[src/rtl/usb_txn_ctrl.sv]
// Host-side USB link-layer transaction sequencer: token, data, handshake,
// both directions, whole-transaction retry, receive timeout and abort.
//
// state     | meaning
// ----------+---------------------------------------------------------
// IDLE      | waiting for start; status flags from last transaction held
// TOKEN     | token sender running
// OUT_DATA  | data sender running (host -> device)
// WAIT_HAND | waiting for device handshake, timed
// IN_DATA   | waiting for device data packet, timed
// SEND_HAND | handshake sender running, send_ack selects ACK/NAK
module usb_txn_ctrl #(
    parameter int MAX_RETRY = 8,
    parameter int TIMEOUT   = 255,
    parameter int RC_W      = (MAX_RETRY > 0) ? $clog2(MAX_RETRY + 1) : 1
) (
    input  logic            clk,
    input  logic            rst_l,
    input  logic            start,
    input  logic            dir,
    input  logic            abort,
    input  logic            done_send_token,
    input  logic            done_send_data,
    input  logic            done_send_hand,
    input  logic            r_data_done,
    input  logic            r_data_ok,
    input  logic            r_hand_done,
    input  logic            r_hand_ack,
    input  logic            r_hand_nak,
    output logic            start_send_token,
    output logic            start_send_data,
    output logic            start_recv_data,
    output logic            start_recv_hand,
    output logic            start_send_hand,
    output logic            send_ack,
    output logic            busy,
    output logic            done,
    output logic            success,
    output logic            err_timeout,
    output logic            err_retry,
    output logic            err_abort,
    output logic [RC_W-1:0] retry_cnt
);

    localparam int TW = ($clog2(TIMEOUT) > 8) ? $clog2(TIMEOUT) : 8;

    typedef enum logic [2:0] {
        IDLE, TOKEN, OUT_DATA, WAIT_HAND, IN_DATA, SEND_HAND
    } state_t;

    state_t          state;
    logic            dir_q;
    logic [TW-1:0]   timer;
    logic            timer_exp;
    logic            ev_succ;
    logic            ev_fail;
    logic            ev_to;

    assign timer_exp = (timer == TW'(TIMEOUT - 1));

    // Terminal/failure events of the current attempt; a done input beats timeout.
    always_comb begin
        ev_succ = 1'b0;
        ev_fail = 1'b0;
        ev_to   = 1'b0;
        case (state)
            WAIT_HAND: begin
                if (r_hand_done) begin
                    // both PID flags set is an undecodable PID: treated as corrupt
                    if (r_hand_ack && !r_hand_nak) ev_succ = 1'b1;
                    else                           ev_fail = 1'b1;
                end else if (timer_exp) begin
                    ev_fail = 1'b1;
                    ev_to   = 1'b1;
                end
            end
            IN_DATA: begin
                if (!r_data_done && timer_exp) begin
                    ev_fail = 1'b1;
                    ev_to   = 1'b1;
                end
            end
            SEND_HAND: begin
                if (done_send_hand) begin
                    if (send_ack) ev_succ = 1'b1;
                    else          ev_fail = 1'b1;
                end
            end
            default: ;
        endcase
    end

    always_ff @(posedge clk or negedge rst_l) begin
        if (!rst_l) begin
            state            <= IDLE;
            dir_q            <= 1'b0;
            timer            <= '0;
            start_send_token <= 1'b0;
            start_send_data  <= 1'b0;
            start_recv_data  <= 1'b0;
            start_recv_hand  <= 1'b0;
            start_send_hand  <= 1'b0;
            send_ack         <= 1'b0;
            busy             <= 1'b0;
            done             <= 1'b0;
            success          <= 1'b0;
            err_timeout      <= 1'b0;
            err_retry        <= 1'b0;
            err_abort        <= 1'b0;
            retry_cnt        <= '0;
        end else begin
            start_send_token <= 1'b0;
            start_send_data  <= 1'b0;
            start_recv_data  <= 1'b0;
            start_recv_hand  <= 1'b0;
            start_send_hand  <= 1'b0;
            done             <= 1'b0;
            timer            <= timer + TW'(1);

            if (state != IDLE && abort) begin
                state     <= IDLE;
                busy      <= 1'b0;
                done      <= 1'b1;
                success   <= 1'b0;
                err_abort <= 1'b1;
            end else if (ev_succ) begin
                state   <= IDLE;
                busy    <= 1'b0;
                done    <= 1'b1;
                success <= 1'b1;
            end else if (ev_fail) begin
                if (retry_cnt < RC_W'(MAX_RETRY)) begin
                    retry_cnt        <= retry_cnt + RC_W'(1);
                    state            <= TOKEN;
                    start_send_token <= 1'b1;
                end else begin
                    state       <= IDLE;
                    busy        <= 1'b0;
                    done        <= 1'b1;
                    success     <= 1'b0;
                    err_retry   <= 1'b1;
                    err_timeout <= ev_to;
                end
            end else begin
                case (state)
                    IDLE: begin
                        if (start) begin
                            dir_q            <= dir;
                            retry_cnt        <= '0;
                            success          <= 1'b0;
                            err_timeout      <= 1'b0;
                            err_retry        <= 1'b0;
                            err_abort        <= 1'b0;
                            busy             <= 1'b1;
                            state            <= TOKEN;
                            start_send_token <= 1'b1;
                        end
                    end
                    TOKEN: begin
                        if (done_send_token) begin
                            if (dir_q) begin
                                state           <= OUT_DATA;
                                start_send_data <= 1'b1;
                            end else begin
                                state           <= IN_DATA;
                                start_recv_data <= 1'b1;
                                timer           <= '0;
                            end
                        end
                    end
                    OUT_DATA: begin
                        if (done_send_data) begin
                            state           <= WAIT_HAND;
                            start_recv_hand <= 1'b1;
                            timer           <= '0;
                        end
                    end
                    IN_DATA: begin
                        if (r_data_done) begin
                            state           <= SEND_HAND;
                            send_ack        <= r_data_ok;
                            start_send_hand <= 1'b1;
                        end
                    end
                    default: ;
                endcase
            end
        end
    end

endmodule

[config.mk]
export PLATFORM = sky130hd
export DESIGN_NAME = usb_txn_ctrl
export DESIGN_NICKNAME = d
export VERILOG_FILES = /design/src/rtl/usb_txn_ctrl.sv
export SDC_FILE = /design/constraint.sdc
export NUM_CORES = 1
export LEC_CHECK = 0
export CORE_UTILIZATION = 40
export DETAILED_ROUTE_END_ITERATION = 7
export DONT_BUFFER_PORTS = 1
export GPL_TIMING_DRIVEN = 1
export MAX_ROUTING_LAYER = met4
export PLACE_DENSITY = 0.63
export SYNTH_ARGS = -nofsm -noshare
export SYNTH_HDL_FRONTEND = slang
export SYNTH_SLANG_ARGS = --single-unit
[constraint.sdc]
create_clock -name clk -period 1.85 [get_ports clk]
set_input_delay 0.37 -clock clk [delete_from_list [all_inputs] [get_ports clk]]
set_output_delay 0.37 -clock clk [all_outputs]
set_load 0.03 [all_outputs]
==> results.txt <==
status = completed
routability cong. = 0.776
worst setup margin = 0.0543 ns
Area Growth Syn to Fin = 15.8%
Post-synth top flop = dfrtp_1
CTS tree = yes
htree depth = 1
R2R Path End = state[0]
Post-DRT Antenna Nets = 0
crit-path max FO = 9
total grt overflow = 0
DP Wirelength = 2380 um
Setup crit start = state[1]
vias per std cell = 5.43
#FFs+latches synth = 28
first-pass GRT wire length = 5310 um
Slew headroom = 70.2%
Antenna Cells = 0
Synth top area share = 46.2%
commonest non-fill, non-tap cell in the layout = dfrtp_1
highest-count cells in the layout ignoring fill and taps = 25 x dfrtp_1, 15 x nor2_1, 12 x nand2_1, 12 x buf_4, 6 x inv_1
Power Dens Cells = 1490 nW/um2
DR iter-0 viols = 46
leading area contributor after synthesis = dfrtp_1
Layout Utilization = 48.0%
r2r setup slk = 0.05 ns
final wirelength = 3140 um
final period utilization = 97.1%
Worst Hold Path Cells = 1
clock skew = 0.00602 ns
Die W = 63.6 um
Post-Synthesis Cell Area = 1520 um2
mux contribution to synthesized area = 1.65%
clock root buffer master = clkbuf_8
Total GRT Usage = 17.3%
Initial Util = 41.5%
Layout fillers = 353
Syn. warnings = 0
Worst-path clk slew = 0.10 ns
row count = 22
crit start category = flip-flop
RSZ-0062 raised after global routing = true
Async SR Flop Fraction = 100%
Post-Synthesis Cells = 138
Core Area = 3660 um2
Final Hold Violating Endpoints = 0
Syn Nets = 154
routed length per placed instance = 15.7 um
worst hold path class = in2reg
Worst Setup EP = state[0]
DR pass1 iterations = 4
Vias = 1085
Synth Area in XOR/XNOR = 3.46%
Synth Area in Simple Gates = 26.8%
depth of the most critical reg-to-reg path = 5
Avg Inst Size Synth = 11.0 um2
Final Critical Period = 1.80 ns
Die Y = 63.6 um
Synth Area in Adders = 2.47%
initial antenna violation count = 0
Placement Setup Slack = -0.0171 ns
Setup TNS = 0 ns
CP arrival = 1.96 ns
register area share after synthesis = 46.2%
worst-skew pair later-pin latency = 0.27 ns
I/O Buffers = 0
reg2reg start = state[1]
distinct cell type count after synthesis = 51
critical path class = reg2reg
CTS Sinks = 28
Leak = 0.847 nW
fin. max-slew vios = 0
area of the die = 4040 um2
vias in the first global route = 1177
fin nets = 169
largest family of logic cells by synthesized area = simple AND/OR/NAND/NOR gates
number of max-cap violations = 0
Post-CTS Setup Repair Bufs = 0
DRC violations left = 0
compound-gate portion of the synthesized area = 15.7%
Ports = 29
dominant cells by area after synthesis = dfrtp_1 46%, nor2_1 3.7%, nand2_1 3.0%, xor2_1 2.9%, ha_1 2.5%
Final setup viols = 0
Max Freq = 557 MHz
maximum VDD drop = 449 uV
measured slew at the worst slew-check pin = 0.442 ns
layout cells sized above 1 = 27.6%
CTS Buf Count = 3
CTS max path bufs = 2
Tot Pwr = 2.62 mW
Crit. End Element = flip-flop
Post-synth EDFFs = 0
largest net degree at the start of global routing = 29
CP required = 2.01 ns
layout make-up:
cell class	instances	area, um2	area share [%]
multi-input combinational	100	796	45.3
clock buffer	4	55.1	3.13
sequential	28	704	40.1
inverter	6	22.5	1.28
timing repair buffer	14	120	6.83
tap	48	60.1	3.42
per-stage QoR:
step | hold slack (ns) | instances | instance area, um2
after floorplan | 0.0744 | 138 | 1520
after detailed placement | 0.0747 | 194 | 1630
final | 0.184 | 200 | 1760
after CTS | 0.186 | 200 | 1730
after global placement | 0.0750 | 194 | 1630
after global routing | 0.175 | 200 | 1760
timing repair:
action,in CTS,in global routing
resized for setup,1,7
endpoints found under the hold margin,28,0
hold buffers,2,0
setup endpoints to repair,1,11
sequential cells by signal (all words and copies together) (netlist names):
| register | flops |
|---|---|
| state | 3 |
| retry_cnt | 4 |
| start_recv_data | 1 |
| send_ack | 1 |
| timer | 8 |
| err_retry | 1 |
| err_timeout | 1 |
| busy | 1 |
| dir_q | 1 |
| start_send_hand | 1 |
| start_recv_hand | 1 |
| start_send_token | 1 |
| success | 1 |
| err_abort | 1 |
| start_send_data | 1 |
| done | 1 |
worst min path at each step:
stage	startpoint	endpoint	slack (ns)
3_3_place_gp	rst_l	done	0.08
5_1_grt	abort	start_send_hand	0.18
3_5_place_dp	rst_l	start_send_hand	0.07
2_1_floorplan	rst_l	busy	0.07
4_1_cts	abort	start_send_hand	0.19
6_report	abort	start_send_hand	0.18
metal layers:
layer	routed length, um	vias up	track usage, %
met3	140	4	4.17
met4	34	0	6.53
met2	1630	17	30.3
li1	-	517	-
met5	0	-	-
met1	1330	547	18.8
report_power, final:
group          switching (mW)  internal [mW]  total [mW]
combinational           0.600          0.506        1.11
sequential              0.326          0.808        1.13
clock                   0.189          0.191       0.379
critical path, stage by stage (launching register included):
cell and delay, ns:
dfrtp_2 0.49, and4bb_1 0.25, o211a_4 0.29, nor3b_4 0.22, o221ai_2 0.13, mux2_4 0.31
synthesized netlist by cell type, drive strengths merged (2+ instances only):
cell type and number:
a21oi 6, o221ai 2, dfrtp 28, o21ai 3
o22ai 4, inv 6, nand2b 2, buf 3
nand3b 2, nor3 2, and3 3, nand4b 2
or2 2, ha 3, o21a 2, and3b 2
xor2 5, nor2b 3, nor4b 3, a21o 3
nand2 12, nor2 17, a31oi 3, nand3 5
kinds of logic after synthesis:
kind of cell | count (synthesis)
buffers and inverters | 10
multiplexers | 2
flip-flops | 28
adder cells (fa/ha/maj) | 3
XOR/XNOR | 6
AND/OR/NAND/NOR | 61
AO/OA/AOI/OAI | 28
(Power assumes the default switching activity.)
